<file path="src/rtl/pipe_pkg.sv">
// Shared types and default widths for the decode/execute pipeline register.
package pipe_pkg;

    typedef enum logic [1:0] {
        ST_EMPTY = 2'd0,
        ST_FULL  = 2'd1,
        ST_SKID  = 2'd2
    } state_t;

    localparam int DEF_DATA_W = 111;
    localparam int DEF_CTRL_W = 8;
    localparam int DEF_CNT_W  = 16;

endpackage

</file>
<file path="src/rtl/sat_counter.sv">
// Saturating event counter with synchronous active-low clear.
module sat_counter #(
    parameter int CNT_W = 16
) (
    input  logic             clk,
    input  logic             clr_n,
    input  logic             inc,
    output logic [CNT_W-1:0] cnt
);

    logic [CNT_W-1:0] cnt_q, cnt_d;

    always_comb begin
        cnt_d = cnt_q;
        if (inc && cnt_q != '1) begin
            cnt_d = cnt_q + 1'b1;
        end
    end

    always_ff @(posedge clk) begin
        if (!clr_n) begin
            cnt_q <= '0;
        end else begin
            cnt_q <= cnt_d;
        end
    end

    assign cnt = cnt_q;

endmodule

</file>
<file path="src/rtl/pipe_reg_skid.sv">
// Decode->execute pipeline register with a one-entry skid buffer,
// flush, and stall/flush statistics.
module pipe_reg_skid
    import pipe_pkg::*;
#(
    parameter int DATA_W = DEF_DATA_W,
    parameter int CTRL_W = DEF_CTRL_W,
    parameter int CNT_W  = DEF_CNT_W
) (
    input  logic              clk,
    input  logic              rst_n,
    input  logic              in_valid,
    output logic              in_ready,
    input  logic [CTRL_W-1:0] in_ctrl,
    input  logic [DATA_W-1:0] in_data,
    input  logic              flush,
    output logic              out_valid,
    input  logic              out_ready,
    output logic [CTRL_W-1:0] out_ctrl,
    output logic [DATA_W-1:0] out_data,
    output logic [CNT_W-1:0]  stall_cnt,
    output logic [CNT_W-1:0]  flush_cnt
);

    state_t            state_q;
    logic              main_vld_q, skid_vld_q;
    logic [CTRL_W-1:0] main_ctrl_q, skid_ctrl_q;
    logic [DATA_W-1:0] main_data_q, skid_data_q;

    always_ff @(posedge clk) begin
        if (!rst_n || flush) begin
            state_q     <= ST_EMPTY;
            main_vld_q  <= 1'b0;
            main_ctrl_q <= '0;
            main_data_q <= '0;
            skid_vld_q  <= 1'b0;
            skid_ctrl_q <= '0;
            skid_data_q <= '0;
        end else begin
            unique case (state_q)
                ST_EMPTY: begin
                    if (in_valid) begin
                        state_q     <= ST_FULL;
                        main_vld_q  <= 1'b1;
                        main_ctrl_q <= in_ctrl;
                        main_data_q <= in_data;
                    end
                end
                ST_FULL: begin
                    if (in_valid && out_ready) begin
                        main_ctrl_q <= in_ctrl;
                        main_data_q <= in_data;
                    end else if (in_valid) begin
                        state_q     <= ST_SKID;
                        skid_vld_q  <= 1'b1;
                        skid_ctrl_q <= in_ctrl;
                        skid_data_q <= in_data;
                    end else if (out_ready) begin
                        // Drained: zero payload so the bubble reads as a no-op
                        state_q     <= ST_EMPTY;
                        main_vld_q  <= 1'b0;
                        main_ctrl_q <= '0;
                        main_data_q <= '0;
                    end
                end
                ST_SKID: begin
                    if (out_ready) begin
                        state_q     <= ST_FULL;
                        main_ctrl_q <= skid_ctrl_q;
                        main_data_q <= skid_data_q;
                        skid_vld_q  <= 1'b0;
                        skid_ctrl_q <= '0;
                        skid_data_q <= '0;
                    end
                end
                default: begin
                    state_q <= ST_EMPTY;
                end
            endcase
        end
    end

    assign in_ready  = !skid_vld_q;
    assign out_valid = main_vld_q;
    assign out_ctrl  = main_ctrl_q;
    assign out_data  = main_data_q;

    sat_counter #(.CNT_W(CNT_W)) u_stall_cnt (
        .clk   (clk),
        .clr_n (rst_n),
        .inc   (main_vld_q && !out_ready),
        .cnt   (stall_cnt)
    );

    sat_counter #(.CNT_W(CNT_W)) u_flush_cnt (
        .clk   (clk),
        .clr_n (rst_n),
        .inc   (flush),
        .cnt   (flush_cnt)
    );

endmodule

</file>
<file path="config.mk">
export PLATFORM = sky130hd
export DESIGN_NAME = pipe_reg_skid
export DESIGN_NICKNAME = d
export VERILOG_FILES = /design/src/rtl/pipe_pkg.sv /design/src/rtl/sat_counter.sv /design/src/rtl/pipe_reg_skid.sv
export SDC_FILE = /design/constraint.sdc
export NUM_CORES = 1
export LEC_CHECK = 0
export ABC_AREA = 1
export ABC_CLOCK_PERIOD_IN_PS = 2200
export CORE_MARGIN = 8
export CORE_UTILIZATION = 50
export DETAILED_ROUTE_END_ITERATION = 7
export GPL_TIMING_DRIVEN = 0
export PLACE_DENSITY_LB_ADDON = 0.05
export SYNTH_ARGS = -nofsm -noshare
export SYNTH_HDL_FRONTEND = slang
export SYNTH_SLANG_ARGS = --single-unit
</file>
<file path="constraint.sdc">
create_clock -name clk -period 2.2 [get_ports clk]
set_input_delay 0.44 -clock clk [delete_from_list [all_inputs] [get_ports clk]]
set_output_delay 0.44 -clock clk [all_outputs]
set_load 0.1 [all_outputs]
</file>
==> results <==
cell type report:
class	count	share of cell area, %
antenna	4	0.06525
inverter	35	0.8564
clock buffer	46	5.799
clock inverter	3	0.4241
tap	285	2.324
timing repair buffer	276	17.38
sequential	274	35.78
buffer	124	4.176
multi-input combinational	1111	33.19
sequential cells by signal, indices dropped and copies added, names as in the netlist:
signal / count
skid_ctrl_q: 8
out_valid: 1
u_flush_cnt.cnt: 16
skid_data_q: 111
state_q: 2
out_ctrl: 8
u_stall_cnt.cnt: 16
skid_vld_q: 1
out_data: 111
metal layers:
metal	vias to the layer above	track usage, %	share of wire [%]
met5	-	0	0
met4	0	10.46	4.0
met3	95	6.241	7.9
met2	461	39.42	45
li1	5846	-	-
met1	5514	32.13	43
layout by cell type (no fill, tap or decap), types with 27 or more instances in the layout:
master and n:
sky130_fd_sc_hd__a31oi_1 121, sky130_fd_sc_hd__o21ai_0 42, sky130_fd_sc_hd__a21oi_1 140, sky130_fd_sc_hd__inv_1 32
sky130_fd_sc_hd__clkbuf_16 29, sky130_fd_sc_hd__nand3_1 150, sky130_fd_sc_hd__clkdlybuf4s15_2 52, sky130_fd_sc_hd__buf_2 35
sky130_fd_sc_hd__clkbuf_2 27, sky130_fd_sc_hd__nand2_1 461, sky130_fd_sc_hd__clkbuf_1 57, sky130_fd_sc_hd__dfxtp_1 271
sky130_fd_sc_hd__clkdlybuf4s50_1 123, sky130_fd_sc_hd__nor2_1 96, sky130_fd_sc_hd__clkdlybuf4s15_1 44, sky130_fd_sc_hd__dlygate4sd2_1 33
sky130_fd_sc_hd__o21ai_1 81
stage by stage:
| stage | utilization (%) | setup TNS (ns) |
|---|---|---|
| 6_report | 68.38 | 0 |
| 5_1_grt | 68.37 | -0.5994 |
| 4_1_cts | 68.66 | 0 |
| 3_5_place_dp | 64.45 | -53.10 |
| 3_3_place_gp | 64.45 | -51.18 |
| 2_1_floorplan | - | 0 |
path summary, 6_finish.rpt:
kind / start / endpoint
setup / recovery: out_data[29] / out_data[29]
hold / removal: skid_data_q[9] / skid_data_q[9]
setup reg to reg: state_q[1] / out_data[54]
hold reg to reg: skid_data_q[9] / skid_data_q[9]
report_power, final:
part	switching [uW]	internal [uW]	total, uW
Combinational	2170	707	2880
Sequential	116	5170	5280
Clock	1920	2970	4890
Total	4210	8840	13100
kinds of logic after synthesis:
group / share of synthesized area, %
AOI/OAI and AO/OA: 18.50
adders and majority gates: 0.7725
buffers and inverters: 6.699
DFF: 48.38
and+or+nand+nor: 25.65
repair_timing:
action,4_1_cts,5_1_grt
pin swaps,0,0
setup endpoints to repair,253,159
resized for setup,297,63
==> flow_summary.json <==
{
  "cts_post_setup_buffers_inserted": 0,
  "worst_path_largest_cell_delay_ns": 0.86,
  "initial_antenna_violation_count": 4,
  "placeableCoreArea_um2": 22430,
  "globalRouteTotalUtil_pct": 24.97,
  "area_delta_synth_final_pct": 35.32,
  "vias_per_cell": 5.522,
  "critPathCaptureType": "output pin",
  "relSlewSlack_pct": 33.40,
  "worst_skew_pair.late_latency_ns": 0.54,
  "drv.max_cap_violation_count": 0,
  "p_per_area_nw_per_um2": 850.8,
  "hpwlAfterDp_um": 25510,
  "detail_route.drc_violations": 0,
  "max-clock-path-buffers": 3,
  "post_drt_wl_per_cell_um": 16.92,
  "r2r.worst_path.cells": 8,
  "run_status": "completed",
  "synthTopCellsByArea": "sky130_fd_sc_hd__dfxtp_1 (48%), sky130_fd_sc_hd__nand2_1 (15%), sky130_fd_sc_hd__a31oi_1 (6.7%), sky130_fd_sc_hd__nand3_1 (6.6%), sky130_fd_sc_hd__a21oi_1 (6.2%)",
  "via_count": 11920,
  "cell_family_with_most_cp_delay": "buffers and inverters",
  "dieArea_um2": 27750,
  "tritoncts.num_buffers": 29,
  "slew_viol_final": 0,
  "grt_first_pass_wirelength_um": 58100,
  "arrival_ns": 1.74,
  "numPortBuffers": 276,
  "hold_depth": 2,
  "ant_nets": 0,
  "synthesis.nets": 1675,
  "grt_start_max_net_pins": 14,
  "synth.yosys.warnings": 0,
  "synth_sequential_area_ratio_pct": 48.38,
  "startpoint_type_of_the_worst_setup_path": "flip-flop",
  "placement_rows": 55,
  "synth_area_um2": 11340,
  "netlist_instances": 1544,
  "finalNonFillerCells": 2158,
  "hold_class": "reg2reg",
  "number_of_search_and_repair_iterations_in_the_first_detailed_routing_pass": 6,
  "route.final.wire_length_um": 36510,
  "cellLeakagePower_uw": 0.005726,
  "nets": 1982,
  "register_to_register_setup_slack_ns": 0.10,
  "timing.final.crit_share_pct": 99.01,
  "timing.critical_path.slowest_stage_cell": "sky130_fd_sc_hd__dlygate4sd2_1",
  "fraction_of_final_layout_cells_sized_beyond_drive_strength_1_pct": 10.17,
  "cp_num_buf_inv": 1,
  "post_synth.cell_area_avg_um2": 7.343,
  "setup-violations-final": 0,
  "vdd.ir_drop.worst_mv": 0.6655,
  "height_of_the_chip_um": 166.6,
  "number_of_library_cell_types_mapped_by_synthesis": 24,
  "design_power_total_uw": 13050,
  "placedCellCount": 2105,
  "dominantRegCellSynth": "sky130_fd_sc_hd__dfxtp_1",
  "path_clk_slew_ns": 0.06,
  "boundaryPins": 277,
  "cts_tree": "done",
  "critical_path.max_fanout": 2,
  "htree_levels": 1,
  "worst-slew-pin-transition_ns": 1.003,
  "required_ns": 1.76,
  "postLayoutCellArea_um2": 15340,
  "clkSinkCount": 274,
  "postCtsHoldBufs": 0,
  "multi_input_comb_area_um2": 5092,
  "placement.setup.worst_slack_ns": -0.3532,
  "placement.cell_area_um2": 14460,
  "final.hold.worst_slack_ns": 0.4644,
  "final.min_clock_period_ns": 2.178,
  "synth.top_cell.area_share_pct": 48.38,
  "synth_commonest_cells": "sky130_fd_sc_hd__nand2_1 (461), sky130_fd_sc_hd__dfxtp_1 (274), sky130_fd_sc_hd__nand3_1 (150)",
  "die_w_um": 166.6,
  "max_freq_ghz": 0.4591,
  "globalRoute.totalOverflow": 0,
  "area_taken_by_flip_flops_and_latches_um2": 5489,
  "drt_iter0_drc": 1034,
  "first_global_vias": 11240,
  "synth-edff-count": 0,
  "floorplan.initialDensity_pct": 50.54,
  "final.setup_skew_ns": 0.01143,
  "synth.most_common_cell": "sky130_fd_sc_hd__nand2_1",
  "asyncSetResetFlopFracSynth_pct": 0,
  "grt_setup_unrepaired": "yes",
  "synthDominantAreaCellType": "sky130_fd_sc_hd__dfxtp_1",
  "critPathKind": "reg2out",
  "path_cells": "dlygate4sd2_1",
  "postSynthRegisterBits": 274,
  "setup_slack_ns": 0.02174,
  "place_congestion": 0.9048,
  "ctsRootBufferMaster": "sky130_fd_sc_hd__clkbuf_16",
  "fill_cell_count": 1944,
  "critical_path_depth": 1,
  "final-hold-violation-count": 0
}
No activity file was read; power rests on OpenSTA's default activity.
